## src/rtl/mlp_pkg.sv

```systemverilog
// Shared types and constants for the MLP inference driver.
// No logic beyond the status-byte packing helper.
package mlp_pkg;

    localparam int N_CLASSES = 10;
    localparam int SCORE_W   = 8;

    localparam int TIMEOUT_BIT    = 7;
    localparam int ONEHOT_ERR_BIT = 6;
    localparam int MATCH_BIT      = 5;

    localparam logic [3:0] INVALID_CLASS = 4'hF;

    typedef enum logic [2:0] {
        S_IDLE,
        S_START,
        S_WAIT,
        S_STREAM,
        S_STATUS
    } state_t;

    function automatic logic [7:0] status_byte(
        input logic       tmo,
        input logic       oh_err,
        input logic       match,
        input logic [3:0] cls
    );
        logic [7:0] b;
        b                 = 8'h00;
        b[TIMEOUT_BIT]    = tmo;
        b[ONEHOT_ERR_BIT] = oh_err;
        b[MATCH_BIT]      = match;
        b[3:0]            = cls;
        return b;
    endfunction

endpackage

```

## src/rtl/mlp_driver_onehot_to_idx.sv

```systemverilog
// One-hot to index encoder; flags zero or multiple set bits as invalid.
// Purely combinational, no backpressure.
module onehot_to_idx
    import mlp_pkg::*;
#(
    parameter int N = N_CLASSES
) (
    input  logic [N-1:0] onehot,
    output logic [3:0]   idx,
    output logic         valid
);

    localparam int CW = $clog2(N + 1);

    logic [CW-1:0] w_cnt;
    logic [3:0]    w_idx;

    always_comb begin
        w_cnt = '0;
        w_idx = INVALID_CLASS;
        for (int i = 0; i < N; i++) begin
            if (onehot[i]) begin
                w_cnt = w_cnt + CW'(1);
                w_idx = 4'(i);
            end
        end
        valid = (w_cnt == CW'(1));
        idx   = valid ? w_idx : INVALID_CLASS;
    end

endmodule

```

## src/rtl/mlp_driver.sv

```systemverilog
// MLP core driver: start pulse, bounded wait for done, score+status byte stream, hit stats.
// Latency: start 1 cycle after request accept; first byte 1 cycle after done.
// Backpressure: out_ready stalls the stream with data held; no new request until the status byte is taken.
module mlp_driver
    import mlp_pkg::*;
#(
    parameter int N_CLASSES = mlp_pkg::N_CLASSES,
    parameter int SCORE_W   = mlp_pkg::SCORE_W,
    parameter int TIMEOUT   = 4095,
    parameter int CNT_W     = 16
) (
    input  logic                         clk,
    input  logic                         rst,
    input  logic                         req_valid,
    input  logic [3:0]                   req_label,
    output logic                         req_ready,
    output logic                         mlp_start,
    input  logic                         mlp_done,
    input  logic [N_CLASSES*SCORE_W-1:0] mlp_answer,
    input  logic [N_CLASSES-1:0]         mlp_maxi,
    output logic                         out_valid,
    output logic [7:0]                   out_data,
    output logic                         out_last,
    input  logic                         out_ready,
    input  logic                         clear_stats,
    output logic [CNT_W-1:0]             total_cnt,
    output logic [CNT_W-1:0]             hit_cnt
);

    localparam int TW = $clog2(TIMEOUT + 1);
    localparam int IW = $clog2(N_CLASSES);

    state_t                         r_state;
    logic [3:0]                     r_label;
    logic [N_CLASSES*SCORE_W-1:0]   r_answer;
    logic [3:0]                     r_class;
    logic                           r_match;
    logic                           r_oh_err;
    logic                           r_tmo;
    logic [TW-1:0]                  r_tcnt;
    logic [IW-1:0]                  r_idx;

    logic                           r_req_ready;
    logic                           r_mlp_start;
    logic                           r_out_valid;
    logic [7:0]                     r_out_data;
    logic                           r_out_last;
    logic [CNT_W-1:0]               r_total_cnt;
    logic [CNT_W-1:0]               r_hit_cnt;

    logic [3:0]                     w_oh_idx;
    logic                           w_oh_valid;

    onehot_to_idx #(.N(N_CLASSES)) u_onehot (
        .onehot (mlp_maxi),
        .idx    (w_oh_idx),
        .valid  (w_oh_valid)
    );

    always_ff @(posedge clk) begin
        if (!rst) begin
            r_state     <= S_IDLE;
            r_label     <= '0;
            r_answer    <= '0;
            r_class     <= '0;
            r_match     <= 1'b0;
            r_oh_err    <= 1'b0;
            r_tmo       <= 1'b0;
            r_tcnt      <= '0;
            r_idx       <= '0;
            r_req_ready <= 1'b0;
            r_mlp_start <= 1'b0;
            r_out_valid <= 1'b0;
            r_out_data  <= '0;
            r_out_last  <= 1'b0;
            r_total_cnt <= '0;
            r_hit_cnt   <= '0;
        end else begin
            r_mlp_start <= 1'b0;
            case (r_state)
                S_IDLE: begin
                    if (r_req_ready && req_valid) begin
                        r_label     <= req_label;
                        r_req_ready <= 1'b0;
                        r_mlp_start <= 1'b1;
                        r_state     <= S_START;
                    end else begin
                        r_req_ready <= 1'b1;
                    end
                end
                S_START: begin
                    r_tcnt  <= '0;
                    r_state <= S_WAIT;
                end
                S_WAIT: begin
                    // done is checked first so it wins over a coincident timeout
                    if (mlp_done) begin
                        r_answer    <= mlp_answer >> SCORE_W;
                        r_class     <= w_oh_idx;
                        r_oh_err    <= !w_oh_valid;
                        r_match     <= w_oh_valid && (w_oh_idx == r_label);
                        r_tmo       <= 1'b0;
                        r_idx       <= '0;
                        r_out_valid <= 1'b1;
                        r_out_data  <= 8'(mlp_answer[SCORE_W-1:0]);
                        r_out_last  <= 1'b0;
                        r_state     <= S_STREAM;
                    end else if (r_tcnt == TW'(TIMEOUT - 1)) begin
                        r_class     <= INVALID_CLASS;
                        r_oh_err    <= 1'b0;
                        r_match     <= 1'b0;
                        r_tmo       <= 1'b1;
                        r_out_valid <= 1'b1;
                        r_out_data  <= status_byte(1'b1, 1'b0, 1'b0, INVALID_CLASS);
                        r_out_last  <= 1'b1;
                        r_state     <= S_STATUS;
                    end else begin
                        r_tcnt <= r_tcnt + 1'b1;
                    end
                end
                S_STREAM: begin
                    if (out_ready) begin
                        if (r_idx == IW'(N_CLASSES - 1)) begin
                            r_out_data <= status_byte(r_tmo, r_oh_err, r_match, r_class);
                            r_out_last <= 1'b1;
                            r_state    <= S_STATUS;
                        end else begin
                            r_idx      <= r_idx + 1'b1;
                            r_out_data <= 8'(r_answer[SCORE_W-1:0]);
                            r_answer   <= r_answer >> SCORE_W;
                        end
                    end
                end
                S_STATUS: begin
                    if (out_ready) begin
                        r_out_valid <= 1'b0;
                        r_out_last  <= 1'b0;
                        r_out_data  <= '0;
                        r_req_ready <= 1'b1;
                        r_state     <= S_IDLE;
                        if (r_total_cnt != '1) r_total_cnt <= r_total_cnt + 1'b1;
                        if (r_match && (r_hit_cnt != '1)) r_hit_cnt <= r_hit_cnt + 1'b1;
                    end
                end
                default: r_state <= S_IDLE;
            endcase
            // a clear overrides any same-cycle counter update
            if (clear_stats) begin
                r_total_cnt <= '0;
                r_hit_cnt   <= '0;
            end
        end
    end

    assign req_ready = r_req_ready;
    assign mlp_start = r_mlp_start;
    assign out_valid = r_out_valid;
    assign out_data  = r_out_data;
    assign out_last  = r_out_last;
    assign total_cnt = r_total_cnt;
    assign hit_cnt   = r_hit_cnt;

endmodule
```

## config.mk

```make
export PLATFORM = sky130hd
export DESIGN_NAME = mlp_driver
export DESIGN_NICKNAME = d
export VERILOG_FILES = /design/src/rtl/mlp_pkg.sv /design/src/rtl/mlp_driver_onehot_to_idx.sv /design/src/rtl/mlp_driver.sv
export SDC_FILE = /design/constraint.sdc
export NUM_CORES = 1
export LEC_CHECK = 0
export CAP_MARGIN = 25
export CORE_MARGIN = 3
export CORE_UTILIZATION = 53
export CTS_CLUSTER_SIZE = 25
export DETAILED_ROUTE_END_ITERATION = 10
export PLACE_DENSITY = 0.78
export SETUP_SLACK_MARGIN = 0.5
export SYNTH_ARGS = -nofsm -noshare
export SYNTH_HDL_FRONTEND = slang
export SYNTH_SLANG_ARGS = --single-unit
```

## constraint.sdc

```tcl
create_clock -name clk -period 8.5 [get_ports clk]
set_input_delay 1.7 -clock clk [delete_from_list [all_inputs] [get_ports clk]]
set_output_delay 1.7 -clock clk [all_outputs]
set_load 0.01 [all_outputs]
```

Word level (Yosys, flattened, before mapping)
Index checks and enable logic that the tools add are counted.

Bits of input ports: 100. Word-level logic and storage cells: 135. Output and inout bits: 44. Register bits after elaboration: 154.

$add $sub $neg: 13. Multiplexer cells: 62. Bitwise logic cells: 1. Reductions and logical operators: 24. Equal/unequal tests: 19.

Operator list (number): 2-to-1 mux 80 bit (3); case mux 80 bit (2 select lines) (1); 2-to-1 mux 4 bit (25); 2-to-1 mux 8 bit (5); adder 4 x 1 -> 4 bit, second input constant (9); adder 16 x 1 -> 16 bit, second input constant (2); inequality test 16 bit, second input constant (2); 2-to-1 mux 12 bit (2); case mux 12 bit (2 select lines) (1); case mux 8 bit (3 select lines) (1); 2-to-1 mux 3 bit (6); inequality test 2 bit, second input constant (8); case mux 3 bit (5 select lines) (1); 2-to-1 mux 1 bit (13); adder 12 x 1 -> 12 bit, second input constant (1); equality test 12 bit, second input constant (1); AND reduction 3 bit (4); AND reduction 5 bit (2); nonzero test 2 bit (5); case mux 4 bit (2 select lines) (1); AND reduction 2 bit (4); AND reduction 4 bit (2); equality test 3 x 2 -> 1 bit, second input constant (2); equality test 4 x 1 -> 1 bit, second input constant (1); 14 further kinds (17).

Depth between registers and ports, before layout
Gate-level depths: netlist (run 1).

Word-level depth: 24. Mapped depth: 29. Mapped depth without buffers: 29.

Cells and area by module
A second synthesis (run 1) with hierarchy kept.

Cells, all modules: 961. Area total of the unflattened synthesis: 7955.1 um2.

By module, submodules not included: mlp_driver (seq. area each 2922.8 um2, times used 1, area an instance 7079.3 um2, cells each 839); onehot_to_idx (seq. area each 0.0 um2, times used 1, area an instance 875.8 um2, cells each 122).

Worst setup path after synthesis (run 1)
OpenSTA, ideal clock, no wires.

Path kind: input port to flip-flop. Start: input mlp_maxi[1]. End: register r_class[0]. Data required time: 8.367 ns. Data arrival time: 6.332 ns. Setup slack: 2.035 ns. Stages on the path: 28. Path through: inv_1 ha_1 xor2_1 ha_1 mux2_2 ha_1 nand2b_1 and3_1 ha_1 nand2_1 nand2_1 ha_1 nor2b_1 nor2_1 ha_1 nand2_1 o31a_1 inv_1 ha_1 nand2_1 o21ai_0 ha_1 nand2_1 mux2i_1 a21oi_1 o211a_1 nor2_1 a31oi_1.

Cells in the longest elaborated chain, start to end: 20. Elaborated cells between the ends (all ways): 29.

Ends and longest elaborated chain: start, declared (RTL line mlp_driver.sv:20) `input logic [N_CLASSES-1:0] mlp_maxi,`; 2-to-1 mux 4 bit (RTL line mlp_driver_onehot_to_idx.sv:22) `if (onehot[i]) begin`; adder 4 x 1 -> 4 bit (RTL line mlp_driver_onehot_to_idx.sv:23) `w_cnt = w_cnt + CW'(1);`; 2-to-1 mux 4 bit (RTL line mlp_driver_onehot_to_idx.sv:22); adder 4 x 1 -> 4 bit (RTL line mlp_driver_onehot_to_idx.sv:23); 2-to-1 mux 4 bit (RTL line mlp_driver_onehot_to_idx.sv:22); adder 4 x 1 -> 4 bit (RTL line mlp_driver_onehot_to_idx.sv:23); 2-to-1 mux 4 bit (RTL line mlp_driver_onehot_to_idx.sv:22); adder 4 x 1 -> 4 bit (RTL line mlp_driver_onehot_to_idx.sv:23); [... 4 more ...]; 2-to-1 mux 4 bit (RTL line mlp_driver_onehot_to_idx.sv:22); adder 4 x 1 -> 4 bit (RTL line mlp_driver_onehot_to_idx.sv:23); 2-to-1 mux 4 bit (RTL line mlp_driver_onehot_to_idx.sv:22); adder 4 x 1 -> 4 bit (RTL line mlp_driver_onehot_to_idx.sv:23); 2-to-1 mux 4 bit (RTL line mlp_driver_onehot_to_idx.sv:22); equality test 4 x 1 -> 1 bit (RTL line mlp_driver_onehot_to_idx.sv:27) `valid = (w_cnt == CW'(1));`; 2-to-1 mux 4 bit (*) (RTL line mlp_driver_onehot_to_idx.sv:28) `idx = valid ? w_idx : INVALID_CLASS;`; 2-to-1 mux 4 bit (*) (RTL line mlp_driver.sv:97) `if (mlp_done) begin`; end signal, assigned (RTL line mlp_driver.sv:99) `r_class <= w_oh_idx;`; end, declared (RTL line mlp_driver.sv:36) `logic [3:0] r_class;`.

Mark *: on every way between the ends. The rest lies on a longest branch, timed or not. A chain may end at the register's enable or synchronous reset.

Final worst setup path (run 1)
Start: input mlp_maxi[0]. End: register r_class[0].

Cells in the longest elaborated chain, start to end: 22. Elaborated cells between the ends (all ways): 32.

Ends and longest elaborated chain (RTL line): 2-to-1 mux 1 bit (mlp_driver_onehot_to_idx.sv:22); adder 1 x 1 -> 2 bit (mlp_driver_onehot_to_idx.sv:23); 2-to-1 mux 4 bit (mlp_driver_onehot_to_idx.sv:22); adder 4 x 1 -> 4 bit (mlp_driver_onehot_to_idx.sv:23); 2-to-1 mux 4 bit (mlp_driver_onehot_to_idx.sv:22); adder 4 x 1 -> 4 bit (mlp_driver_onehot_to_idx.sv:23); 2-to-1 mux 4 bit (mlp_driver_onehot_to_idx.sv:22); adder 4 x 1 -> 4 bit (mlp_driver_onehot_to_idx.sv:23); [... 6 more ...]; 2-to-1 mux 4 bit (mlp_driver_onehot_to_idx.sv:22); adder 4 x 1 -> 4 bit (mlp_driver_onehot_to_idx.sv:23); 2-to-1 mux 4 bit (mlp_driver_onehot_to_idx.sv:22); adder 4 x 1 -> 4 bit (mlp_driver_onehot_to_idx.sv:23); 2-to-1 mux 4 bit (mlp_driver_onehot_to_idx.sv:22); equality test 4 x 1 -> 1 bit (mlp_driver_onehot_to_idx.sv:27); 2-to-1 mux 4 bit (*) (mlp_driver_onehot_to_idx.sv:28); 2-to-1 mux 4 bit (*) (mlp_driver.sv:97).

Marks and branches as above.

==> results of run 1 <==
==> cell type report <==
type / count / area (um^2)
fill: 1138 / 3950
sequential: 146 / 2920
multi-input combinational: 696 / 4310
clock inverter: 12 / 159
tap: 176 / 220
timing repair buffer: 151 / 1510
clock buffer: 20 / 437
inverter: 12 / 45.0
==> sequential cells by signal (all words and copies together) (netlist names), 4 cells and up <==
signal     flops
r_answer      72
hit_cnt       16
total_cnt     16
r_tcnt        12
out_data       8
r_class        4
r_idx          4
r_label        4
==> cell families after synthesis <==
group           count (synthesis)  synth area share (%)
mux                            15                  2.02
flops                         146                  39.0
xor+xnor                       56                  7.54
simple gates                  445                  27.8
buf+inv                        69                  3.65
fa+ha+maj                      16                  2.67
compound gates                164                  17.4
==> tightest hold or removal path, stage by stage (launching register included) <==
cell                      delay (ps)
sky130_fd_sc_hd__dfxtp_1         330
sky130_fd_sc_hd__nor2_1           50
sky130_fd_sc_hd__nor2_1           70
==> worst paths after layout <==
path | startpoint | end
worst min-delay path | r_tmo | r_tmo
worst max register to register | r_idx[1] | r_answer[33]
worst max-delay path | mlp_maxi[0] | r_class[0]
worst min register to register | r_tmo | r_tmo
==> per-stage QoR <==
step	std cells	hold WS, ps
after detailed placement	1181	464
after global routing	1213	499
after global placement	1179	455
after floorplan	911	440
final	1213	477
after CTS	1213	478
==> metal layers <==
layer  part of all wire [%]  up-vias
li1                       -     3408
met1                     47     3101
met2                     46      154
met3                    6.4       23
met4                    1.5        0
met5                      0        -
==> power breakdown <==
part	internal, W	total (W)	switching [W]
registers	0.000795	0.000865	0.0000706
logic	0.000284	0.000607	0.000323
clock network	0.000462	0.000753	0.000291
==> cells in the mapped netlist, drive strengths merged (2+ instances only) <==
master and n:
nand2 189, o31a 3, or2 2, nand4 15, o21ai 26, nor3b 4
xnor2 21, and3 8, nor2b 27, o211a 66, nor4 2, and2 11
xnor3 2, or4 2, o31ai 2, nor2 67, and4 3, a2111oi 4
mux2i 14, o21a 3, nor3 13, clkbuf 51, or3 6, nand2b 7
or3b 4, o211ai 2, inv 12, nand3 81, o21bai 2, buf 6
a31oi 7, a21oi 28, a22oi 9, o221ai 2, xor2 32, dfxtp 146
ha 16, a21boi 3
==> impl_metrics.sql, run 1 <==
INSERT INTO impl_metrics (metric_group, metric, value, unit) VALUES
('status', 'status', 'finished, final reports clean', ''),
('drt', 'route.final.wire_length', '18600', 'um'),
('die', 'rows', '42', ''),
('sta', 'slew_violations', '0', ''),
('sta', 'finalHoldViolCount', '0', ''),
('drt', 'firstDrtPassIters', '4', ''),
('drt', 'drc', '0', ''),
('finish', 'post_route_cells_drive_above_1_share', '6.17', '%'),
('power_and_ir_drop', 'worst_ir_drop_vdd', '0.000145', 'V'),
('synthesis', 'synth_area_leaders', 'sky130_fd_sc_hd__dfxtp_1, sky130_fd_sc_hd__nand2_1, sky130_fd_sc_hd__o211a_1', ''),
('finish', 'n_antenna_cell', '0', ''),
('sta', 'setup-tns-final', '0', 'ps'),
('clocking', 'numClockSinks', '146', ''),
('global_route', 'grt_most_used_layer', 'met2', ''),
('worst_setup_path', 'worstSetupPathType', 'in -> reg', ''),
('clocking', 'post_cts_resize_count', '0', ''),
('die', 'fp.dieW', '125', 'um'),
('clocking', 'cts_buffers', '17', ''),
('worst_setup_path', 'critical_path_buf_inv_count', '3', ''),
('sta', 'tightest_pin_transition', '775', 'ps'),
('worst_setup_path', 'worst-path-stages', '29', ''),
('synthesis', 'fraction_of_registers_with_async_set_or_reset_after_synthesis', '0', '%'),
('die', 'pin_count', '144', ''),
('worst_setup_path', 'slowest_delay', '510', 'ps'),
('sta', 'clock-skew-final', '5.72', 'ps'),
('global_route', 'grt_pass1_vias', '6278', ''),
('worst_setup_path', 'worst_setup_path_end_kind', 'flip-flop', ''),
('synthesis', 'mappedNetlistArea', '0.00750', 'mm^2'),
('clocking', 'clockRootBuffer', 'sky130_fd_sc_hd__clkbuf_16', ''),
('drt', 'detailroute.via_count', '6686', ''),
('global_route', 'globalRouteOverflowTotal', '0', ''),
('placed_design', 'place.gp.congestion', '0.836', ''),
('hold_path', 'worstHoldPathCells', '2', ''),
('worst_setup_path', 'type_of_element_launching_the_critical_path', 'primary input', ''),
('global_route', 'grt_first_pass_wirelength', '30900', 'um'),
('global_route', 'global_route.usage.met2', '37.0', '%'),
('synthesis', 'seq_area_frac_synth', '39.0', '%'),
('drt', 'drt_iter0_markers', '477', ''),
('sta', 'finalSetupViolations', '0', ''),
('power_and_ir_drop', 'power_density', '232', 'mW/mm^2'),
('placed_design', 'dp_worst_setup_slack', '975', 'ps'),
('synthesis', 'syn_area_cell', '8.23', 'um^2'),
('die', 'initial_core_utilization', '55.3', '%'),
('clocking', 'clock_edge_transition_at_the_registers_on_the_reported_setup_and_hold_paths', '60', 'ps'),
('synthesis', 'synth_top_area_share', '39.0', '%'),
('worst_setup_path', 'crit_path_max_fanout', '5', ''),
('global_route', 'grt_util_met1', '32.1', '%'),
('global_route', 'use_met3', '7.04', '%'),
('clocking', 'cts-hold-fix-buffers', '0', ''),
('power_and_ir_drop', 'total_power', '0.00223', 'W'),
('worst_setup_path', 'cp_delay_by_family_top', 'adder cells', ''),
('sta', 'maxSlewHeadroom', '48.4', '%'),
('synthesis', 'synth_cell_type_count', '68', ''),
('worst_setup_path', 'timing.critical_path.required', '8780', 'ps'),
('finish', 'final_nets', '1140', ''),
('clocking', 'post_cts.repair.setup_buffers', '0', ''),
('global_route', 'grt_max_degree', '83', ''),
('synthesis', 'syn-num-nets', '1027', ''),
('die', 'die_outline_area', '0.0156', 'mm^2'),
('die', 'floorplan.core_area', '0.0136', 'mm^2'),
('worst_setup_path', 'reg2reg_depth', '9', ''),
('drt', 'antenna_left', '0', ''),
('drt', 'vias_per_cell', '5.51', ''),
('placed_design', 'post-dp-hpwl', '12600', 'um'),
('placed_design', 'buffer_ports.inserted', '143', ''),
('finish', 'finalCoreUtilization', '70.9', '%'),
('synthesis', 'yosysTopAreaCell', 'sky130_fd_sc_hd__dfxtp_1', ''),
('synthesis', 'ys.warnings.count', '0', ''),
('flow_run', 'drv_cap', '0', ''),
('worst_setup_path', 'r2r_setup_slack', '5600', 'ps'),
('clocking', 'htreeDepth', '4', '');
No activity file was read; power rests on OpenSTA's default activity.
==> run 2: changes to the inputs <==
clock period = 7.3 ns   (was 8.5 ns; I/O delays follow)
==> run 2 against run 1 <==
Compared with the run above: cell count rose by 0.33%; global-route usage grew 0.055 points; combinational power rose by 24%; utilization up 1.2 points; sequential cell count did not move; hold slack worse by 1.4 ps; first-iteration DRC count grew 8.0%; setup slack worse by 650 ps; clock power increased by 25%; sequential power grew 17%; clock skew rose by 4.7 ps.
==> impl_metrics.sql, run 2 (synthesized netlist as in run 1, its figures left out) <==
INSERT INTO impl_metrics (metric_group, metric, value, unit) VALUES
('drt', 'routed-wl-met3', '1330', 'um'),
('drt', 'route.final.wire_length', '19200', 'um'),
('placed_design', 'post-dp-hpwl', '12600', 'um'),
('clocking', 'htreeDepth', '4', ''),
('worst_setup_path', 'crit_path_max_fanout', '5', ''),
('finish', 'final_nets', '1145', ''),
('power_and_ir_drop', 'power_report.internal_total', '0.00188', 'W'),
('sta', 'maxSlewHeadroom', '46.5', '%'),
('drt', 'wirelength_met1', '8650', 'um'),
('power_and_ir_drop', 'power.clock.fraction', '34.9', '%'),
('drt', 'vias_per_cell', '5.59', ''),
('worst_setup_path', 'worstSetupPathType', 'in -> reg', ''),
('placed_design', 'dp_worst_setup_slack', '-18.2', 'ps'),
('finish', 'largest_reg_flops', '72', ''),
('finish', 'mostFrequentLayoutCells', 'sky130_fd_sc_hd__nand2_1, sky130_fd_sc_hd__dfxtp_1, sky130_fd_sc_hd__clkdlybuf4s50_1', ''),
('placed_design', 'buffer_ports.inserted', '143', ''),
('worst_setup_path', 'type_of_element_launching_the_critical_path', 'primary input', ''),
('die', 'dieHeight', '125', 'um'),
('worst_setup_path', 'reg2reg_depth', '9', ''),
('sta', 'slew_violations', '0', ''),
('drt', 'top_routing_layer_used', 'met4', ''),
('sta', 'maxClockFrequency', '152', 'MHz'),
('finish', 'fin_area', '0.00977', 'mm^2'),
('drt', 'antenna_left', '0', ''),
('die', 'die_outline_area', '0.0156', 'mm^2'),
('hold_path', 'worstHoldPathCells', '2', ''),
('global_route', 'grt_max_degree', '82', ''),
('sta', 'grt_setup_unrepaired', 'false', ''),
('power_and_ir_drop', 'power_density', '276', 'mW/mm^2'),
('finish', 'multi_input_comb_area', '0.00439', 'mm^2'),
('worst_setup_path', 'critPathArrivalTime', '6950', 'ps'),
('clocking', 'clockBufferDepth', '2', ''),
('worst_setup_path', 'worst_setup_path_end_kind', 'flip-flop', ''),
('worst_setup_path', 'slowest_delay', '480', 'ps'),
('finish', 'layout_commonest_cell', 'sky130_fd_sc_hd__nand2_1', ''),
('drt', 'firstDrtPassIters', '5', ''),
('clocking', 'clockRootBuffer', 'sky130_fd_sc_hd__clkbuf_16', ''),
('die', 'rows', '42', ''),
('clocking', 'numClockSinks', '146', ''),
('die', 'pin_count', '144', ''),
('finish', 'area_delta_synth_final', '30.3', '%'),
('drt', 'drc', '0', ''),
('sta', 'tightest_pin_transition', '803', 'ps'),
('power_and_ir_drop', 'p_switching', '0.000815', 'W'),
('global_route', 'grt_util_all_layers', '23.8', '%'),
('finish', 'sequential_cell_area', '0.00292', 'mm^2'),
('placed_design', 'placed_area', '0.00901', 'mm^2'),
('drt', 'detailroute.via_count', '6798', ''),
('worst_setup_path', 'timing.critical_path.required', '7660', 'ps'),
('power_and_ir_drop', 'power_frac_seq', '37.3', '%'),
('drt', 'total_length_of_routed_met2_wires', '8900', 'um'),
('clocking', 'clock_insertion_delay_worst_skew', '430', 'ps'),
('finish', 'finalCoreUtilization', '72.0', '%'),
('sta', 'clock-skew-final', '10.5', 'ps'),
('sta', 'worst_slack', '701', 'ps'),
('placed_design', 'place.gp.congestion', '0.841', ''),
('sta', 'finalHoldViolCount', '0', ''),
('worst_setup_path', 'cp_delay_by_family_top', 'adder cells', ''),
('clocking', 'clock_edge_transition_at_the_registers_on_the_reported_setup_and_hold_paths', '60', 'ps'),
('die', 'initial_core_utilization', '55.3', '%'),
('finish', 'largest_register_by_flop_count', 'r_answer', ''),
('status', 'status', 'finished, final reports clean', ''),
('clocking', 'cts_tree', 'built', ''),
('power_and_ir_drop', 'worst_ir_drop_vdd', '0.000167', 'V'),
('sta', 'finalSetupViolations', '0', ''),
('sta', 'period_share', '90.4', '%'),
('flow_run', 'drv_cap', '0', ''),
('die', 'floorplan.core_area', '0.0136', 'mm^2'),
('global_route', 'grt_antenna_before_repair', '0', ''),
('drt', 'drt_iter0_markers', '515', ''),
('power_and_ir_drop', 'power_switching_share', '30.2', '%'),
('sta', 'period_needed', '6600', 'ps'),
('power_and_ir_drop', 'comb_power_share', '27.8', '%'),
('power_and_ir_drop', 'total_leakage_power', '4.33', 'nW'),
('finish', 'filler_cell_count', '1110', ''),
('finish', 'n_antenna_cell', '0', ''),
('global_route', 'grt_pass1_vias', '6330', ''),
('finish', 'post_route_cells_drive_above_1_share', '7.78', '%'),
('worst_setup_path', 'critical_path_buf_inv_count', '3', ''),
('clocking', 'cts-hold-fix-buffers', '0', ''),
('drt', 'wl_per_cell', '15.8', 'um'),
('clocking', 'cts_buffers', '17', ''),
('hold_path', 'min-delay-path-class', 'reg -> reg', ''),
('global_route', 'grt_first_pass_wirelength', '30900', 'um'),
('worst_setup_path', 'worst-path-stages', '29', ''),
('die', 'fp.dieW', '125', 'um'),
('worst_setup_path', 'critical_path.slowest_cell', 'sky130_fd_sc_hd__clkdlybuf4s50_1', ''),
('global_route', 'globalRouteOverflowTotal', '0', '');
run 2: changes by cell type in the layout (fill, tap and decap cells not counted), moves of 3 or more:
cell,before,now
sky130_fd_sc_hd__clkinv_4,0,3
sky130_fd_sc_hd__buf_4,6,11
sky130_fd_sc_hd__clkinvlp_4,8,4
sky130_fd_sc_hd__ha_4,0,3
sky130_fd_sc_hd__ha_1,16,12
run 2: worst reg2reg max path: cells and delay by family, from the launching register on:
| family | cells | cell delay, ps |
|---|---|---|
| buffers and inverters | 2 | 650 |
| flip-flops | 1 | 390 |
| AO/OA/AOI/OAI | 2 | 800 |
| AND/OR/NAND/NOR | 4 | 750 |
| adder cells (fa/ha/maj) | 1 | 180 |
run 2: routing by layer:
metal	vias to the layer above	track usage [%]
met4	0	7.14
met2	201	37.7
met5	-	0
met3	27	7.38
li1	3420	-
met1	3150	31.6
run 2: per-stage QoR:
stage | instances | hold slack (ps) | setup TNS, ps | total power (W)
after floorplan | 911 | 440 | 0 | 0.00151
after detailed placement | 1181 | 467 | -54.2 | 0.00172
after global placement | 1179 | 455 | 0 | 0.00170
after global routing | 1217 | 511 | 0 | 0.00285
after CTS | 1212 | 482 | 0 | 0.00267
final | 1217 | 476 | 0 | 0.00270
run 2: area by class of cell:
cell class,count,share of cell area (%)
clock buffers,18,4.39
clock inverters,13,2.17
inverters,12,0.461
multi-input cells,696,44.9
flip-flops and latches,146,29.9
well taps,176,2.25
repair buffers,156,15.9
run 2: path summary, 6_finish.rpt:
kind                     from     endpoint  slack (ps)
setup / recovery  mlp_maxi[1]      r_match         700
hold / removal          r_tmo        r_tmo         480
setup reg to reg     r_idx[1]  r_answer[4]        4420
hold reg to reg         r_tmo        r_tmo         480
run 2: timing repair:
action	CTS	global route
hold endpoints to repair	0	0
setup endpoints to repair	5	6
pin swaps	0	4
buffers inserted	0	5
gates resized for setup	1	16
run 2: power by group through the flow:
stage | logic (W) | clock network (W) | registers [W]
floorplan | 0.000505 | 0 | 0.00100
global placement | 0.000680 | 0 | 0.00102
detailed placement | 0.000703 | 0 | 0.00102
CTS | 0.000710 | 0.000957 | 0.00101
global route | 0.000832 | 0.000993 | 0.00102
finish | 0.000750 | 0.000941 | 0.00101
==> RTL change 1, RTL diff (settings of run 2) <==
Register the output `hit_cnt` once more, with the module's reset; this adds one clock of latency there. The other outputs are not delayed to match.
--- a/src/rtl/mlp_driver.sv
+++ b/src/rtl/mlp_driver.sv
@@ -159,5 +159,11 @@
     assign out_last  = r_out_last;
     assign total_cnt = r_total_cnt;
-    assign hit_cnt   = r_hit_cnt;
+    always_ff @(posedge clk) begin
+        if (!rst) begin
+            hit_cnt <= '0;
+        end else begin
+            hit_cnt <= r_hit_cnt;
+        end
+    end
 
 endmodule
Behaviour: no difference found for any inputs over 10 cycles, from zero or initial values and one cycle with rst low; that may be too few to reach the edited logic, so the function may still have changed.
==> RTL change 1 against run 2 <==
  * Non-clock buffer count shrank 3
  * Cell count is 2.4% higher
  * Cell area is 0.58% lower
  * Routed wire length down 6.9%
  * Count of clock-buffer cells in the layout up 4
  * Sequential cell count increased by 16
  * Clock power is 6.2% lower
  * Worst setup slack gained 0.21 ns
  * Area after synthesis is 0.85% higher
  * Total power is 0.20% higher
  * Maximum frequency rose by 3.4%
  * Via count rose by 0.15%
  * Critical endpoint is now r_class[1]
==> RTL change 1: results (changes against run 2) <==
STA
  • Worst clock skew: 0.00777 ns (-0.00269 ns)
  • Post-Route Setup TNS: 0 ns (unchanged)
  • Slew HR: 0.486 (+0.0217)

Clocking
  • CTS Buffer Depth: 2 (unchanged)
  • CTS Root Cell: clkbuf_16
  • Clock latency on the worst-skew pair: 0.43 ns (about the same)
  • Clock slew seen by the registers of the worst setup and hold paths: 0.06 ns (about the same)
  • CTS Buf Count: 17 (unchanged)
  • H-tree levels: 4 (unchanged)

Global route
  • Gr usage total: 0.224 (-0.0147)
  • Number of global-route vias before repair: 6209 (-1.9%)
  • Initial antenna violation count: 0 (unchanged)
  • Met1 Use GR: 0.306 (-0.0101)
  • Grt met2 use: 0.356 (-0.0210)
  • Largest net degree at the start of global routing: 83 (+1.2%)
  • First-pass GRT wire length: 29500 um (-4.7%)
  • Grt met3 use: 0.0607 (-0.0131)

Final layout
  • Antenna cells: 0 (unchanged)
  • Fillers: 1183 (+6.6%)
  • Max reg flops: 72 (unchanged)
  • Layout cell share with drive strength beyond 1: 0.0563 (-0.0215)
  • Largest register by flop count: r_answer
  • Final net count: 1170 (+2.2%)

Power and ir drop
  • Pleak: 3.53 nW (-18%)
  • Peak VDD IR: 0.221 mV (+33%)

Worst hold path
  • HP Class: reg2reg
  • Hold Crit Start: r_tmo

Synth
  • Yosys warns: 0 (unchanged)
  • Mapped Nets: 1054 (+2.6%)
  • Cell variety after synth: 54 (-21%)
  • Main synth FF type: dfxtp_1
  • Top cells by area, synth: dfxtp_1 (43%), nand2_1 (9.4%), a311oi_1 (7.4%), nor2_1 (7.3%), xor2_1 (3.4%)
  • Register area share after synthesis: 0.429 (+0.0391)
  • Async S/R FF share, synth: 0 (unchanged)
  • Most frequent cells after synthesis: nand2_1 (189), dfxtp_1 (162), nor2_1 (148), a311oi_1 (64), clkbuf_1 (53)

Placed design
  • Gp weighted congestion: 0.815 (-3.0%)
  • DP Wirelength: 12300 um (-2.5%)
  • Port Buffers: 143 (unchanged)

Routing
  • Final Routed Wirelength: 17900 um (-6.9%)
  • Vias: 6808 (+0.15%)
  • Post-route DRC: 0 (unchanged)
  • Initial DRT Pass Iterations: 5 (unchanged)
  • Iteration-0 DRC count of the detailed router: 406 (-21%)

Setup path
  • CP max stage delay: 0.48 ns (about the same)
  • CP startpoint: mlp_maxi[1]
  • Largest delay contributor family on the critical path: adder cells
  • Reg-to-Reg Start: r_idx[1]
  • Slowest cell on crit path: clkdlybuf4s50_1
  • Arr. time, crit path: 6.68 ns (-0.27 ns)
  • Crit start category: input pin
  • Maximum fanout along the worst path: 4 (-1)

Outcome
  • Outcome: finished clean
RTL change 1: power breakdown:
| group | total (mW) | internal, mW | switching [mW] |
|---|---|---|---|
| Clock | 0.883 | 0.536 | 0.347 |
| Sequential | 1.10 | 1.01 | 0.0866 |
| Combinational | 0.721 | 0.324 | 0.397 |
RTL change 1: worst min-delay path: cells and delay by family (launching register included):
kind,cells,cell delay (ns)
buffers and inverters,1,0.05
DFF,1,0.31
AOI/OAI and AO/OA,1,0.05
RTL change 1: per-layer routing:
metal	part of all wire	vias to the layer above
met5	0	-
met4	0.010	0
met3	0.059	15
met2	0.47	147
met1	0.47	3165
li1	-	3481
RTL change 1: what timing repair did:
action | in CTS | in global routing
gates resized for setup | 0 | 9
buffers inserted | 0 | 3
endpoints found under the setup margin | 0 | 6
endpoints found under the hold margin | 0 | 0
RTL change 1: logic make-up (layout without fill, tap and decap cells):
| family | after synthesis | in the layout | share of synthesized area |
|---|---|---|---|
| xor+xnor | 56 | 56 | 0.0731 |
| buf+inv | 77 | 205 | 0.0390 |
| compound gates | 170 | 170 | 0.163 |
| fa+ha+maj | 16 | 16 | 0.0265 |
| mux | 10 | 10 | 0.0132 |
| flops | 162 | 162 | 0.429 |
| simple gates | 447 | 447 | 0.257 |
RTL change 1: final timing paths:
check | endpoint | slack (ns) | depth (start not counted)
setup / recovery | r_class[1] | 0.92 | 32
hold / removal | r_tmo | 0.46 | 2
setup reg to reg | r_answer[32] | 4.53 | 10
hold reg to reg | r_tmo | 0.46 | 2
RTL change 1: final cells by class:
cell class	instances	share of cell area
well taps	180	0.0232
clock buffers	22	0.0499
repair buffers	153	0.155
inverters	21	0.00812
multi-input cells	699	0.419
flip-flops and latches	162	0.334
clock inverters	9	0.0108
RTL change 1: metrics by stage:
stage / cell area (um2) / utilization / hold WS [ns] / setup slack (ns) / instances
after floorplan: 7560 / - / 0.424 / 1.25 / 938
after global routing: 9710 / 0.697 / 0.468 / 0.488 / 1246
after global placement: 9060 / 0.650 / 0.437 / 0.412 / 1211
after CTS: 9660 / 0.693 / 0.456 / 0.611 / 1243
final: 9710 / 0.697 / 0.456 / 0.915 / 1246
after detailed placement: 9070 / 0.651 / 0.446 / 0.190 / 1212
==> RTL change 2, RTL diff (settings of run 2) <==
Without the edit above. Set the package constant `SCORE_W` to 10 (it was 8).
--- a/src/rtl/mlp_pkg.sv
+++ b/src/rtl/mlp_pkg.sv
@@ -4,5 +4,5 @@
 
     localparam int N_CLASSES = 10;
-    localparam int SCORE_W   = 8;
+    localparam int SCORE_W   = 10;
 
     localparam int TIMEOUT_BIT    = 7;
Interface: changed (resized mlp_answer); port bits go from 144 to 164. No check against the original RTL was run, so the function may have changed too.
==> RTL change 2 against run 2 <==
  * Sequential cell count unchanged
  * Worst setup slack improved by 0.10 ns
  * Combinational power increased by 2%
  * Total power decreased by 4.0%
  * Global-route usage decreased by 0.14 points
  * Routed wire length decreased by 5.2%
  * Cell area decreased by 1.3%
  * Area after synthesis decreased by 1.4%
  * Highest routed layer unchanged
==> RTL change 2: results (changes against run 2) <==
Global route
  • Number of global-route vias before repair: 6273 (-0.90%)
  • Grt met2 use: 0.379 (+0.00215)
  • Met1 Use GR: 0.328 (+0.0119)
  • First-pass GRT wire length: 29600 um (-4.3%)
  • Gr usage total: 0.237 (-0.00144)
  • Grt met3 use: 0.0445 (-0.0293)
  • Largest net degree at the start of global routing: 81 (-1.2%)

Routing
  • Wire per inst: 14.8 um (-6.2%)
  • Top routing layer used: met4
  • M1 WL: 8430 um (-2.6%)
  • Routed vias/inst: 5.62 (+0.52%)
  • Met3 WL: 1090 um (-18%)
  • Vias: 6901 (+1.5%)
  • Met2 WL: 8470 um (-4.8%)
  • Iteration-0 DRC count of the detailed router: 685 (+33%)
  • Initial DRT Pass Iterations: 5 (unchanged)

Power and ir drop
  • Sw frac: 0.311 (+0.00893)
  • Clock Power Share: 0.325 (-0.024)
  • Net Switching: 0.806 mW (-1.1%)
  • Pleak: 3.53 nW (-18%)
  • Peak VDD IR: 0.170 mV (+2.3%)
  • Combinational power: 0.764 mW (+2%)

Final layout
  • Antenna cells: 0 (unchanged)
  • Multi-input gate area: 4260 um2 (-2.9%)
  • Fillers: 1097 (-1.2%)
  • Clk cell area share: 0.0596 (-0.00603)
  • CLK BUF: 23 (+5)
  • Bufs w/o clock: 160 (+2.6%)
  • Non-clk invs: 16 (+4)
  • Register area: 2920 um2 (unchanged)
  • Max reg flops: 72 (unchanged)
  • Non-clk buf share: 0.166 (+0.00723)
  • Multi-input combinational area share: 0.442 (-0.00747)
  • Layout cell share with drive strength beyond 1: 0.0788 (+0.00101)
  • #MultiIn Comb: 699 (+0.43%)

Synth
  • Cell variety after synth: 69 (+1.5%)
  • Async S/R FF share, synth: 0 (unchanged)
  • Top cells by area, synth: dfxtp_1 (40%), nand2_1 (9.7%), nor2_1 (7.7%), a311oi_1 (7.6%), xor2_1 (3.8%)
  • Register area share after synthesis: 0.395 (+0.00541)
  • Mapped Nets: 1058 (+3.0%)
  • Yosys warns: 0 (unchanged)
  • Gate Count Post-Synth: 922 (+1.2%)
  • Most frequent cells after synthesis: nand2_1 (191), nor2_1 (151), dfxtp_1 (146), a311oi_1 (64), clkbuf_1 (56)
  • Main synth FF type: dfxtp_1
  • #FFs+latches synth: 146 (unchanged)

Clocking
  • Clock latency on the worst-skew pair: 0.42 ns
  • Post-CTS setup repair buffer count: 3 (+3)
  • Resize count post-CTS: 9 (+8)
  • CTS Buf Count: 17 (unchanged)

STA
  • Slew HR: 0.440 (-0.0246)
  • Worst clock skew: 0.00908 ns (-0.00138 ns)
  • Post-Route Setup TNS: 0 ns (unchanged)

Setup path
  • Maximum fanout along the worst path: 6 (+1)
  • Arr. time, crit path: 6.80 ns (-0.15 ns)

Placed design
  • Placed instance area: 8970 um2 (-0.43%)
  • Placed Instances: 1194 (+1.1%)
  • Worst slack at placement: -0.111 ns (-0.0928 ns)
  • Gp weighted congestion: 0.890 (+5.9%)
  • DP Wirelength: 12500 um (-0.38%)

Outcome
  • Outcome: finished clean
[RTL change 2: changes by cell type in the layout (fill, tap and decap cells not counted), sizes merged, moves of 6 or more]
cell,change
nor2,+84
o211a,-65
a311oi,+64
nand3,-53
nor2b,-24
o21ai,-11
and3,+6
and4,+6
nand4,-6
[RTL change 2: worst max-delay path: stages]
cell	delay, ns
dlygate4sd2_1	0.26
ha_1	0.21
and2b_1	0.18
or2_4	0.25
ha_4	0.24
nand2b_4	0.14
o21a_1	0.11
ha_1	0.28
mux2_2	0.27
ha_1	0.29
nand2b_4	0.15
o41ai_4	0.07
nor2_1	0.09
ha_1	0.29
nand2_2	0.09
o31ai_4	0.10
ha_1	0.30
nand2b_1	0.15
o21a_1	0.13
ha_1	0.29
mux2_4	0.27
ha_2	0.19
nand2_1	0.06
mux2i_1	0.08
a221oi_2	0.34
a21oi_4	0.13
a41o_1	0.19
o22a_1	0.17
[RTL change 2: final timing paths]
path / startpoint / end / slack (ns) / depth (start not counted)
worst min-delay path: out_data[3] / out_data[3] / 0.46 / 2
worst max register to register: r_tcnt[0] / r_tcnt[8] / 4.52 / 11
worst min register to register: out_data[3] / out_data[3] / 0.46 / 2
worst max-delay path: mlp_maxi[0] / r_match / 0.81 / 28
[RTL change 2: kinds of logic (layout without fill, tap and decap cells)]
| logic type | count (synthesis) | in the layout | share of synthesized area |
|---|---|---|---|
| adders and majority gates | 16 | 16 | 0.0271 |
| buffers and inverters | 77 | 208 | 0.0414 |
| and+or+nand+nor | 449 | 449 | 0.266 |
| DFF | 146 | 146 | 0.395 |
| xor gates and xnor gates | 54 | 54 | 0.0755 |
| AOI/OAI and AO/OA | 169 | 169 | 0.178 |
| muxes | 11 | 11 | 0.0169 |
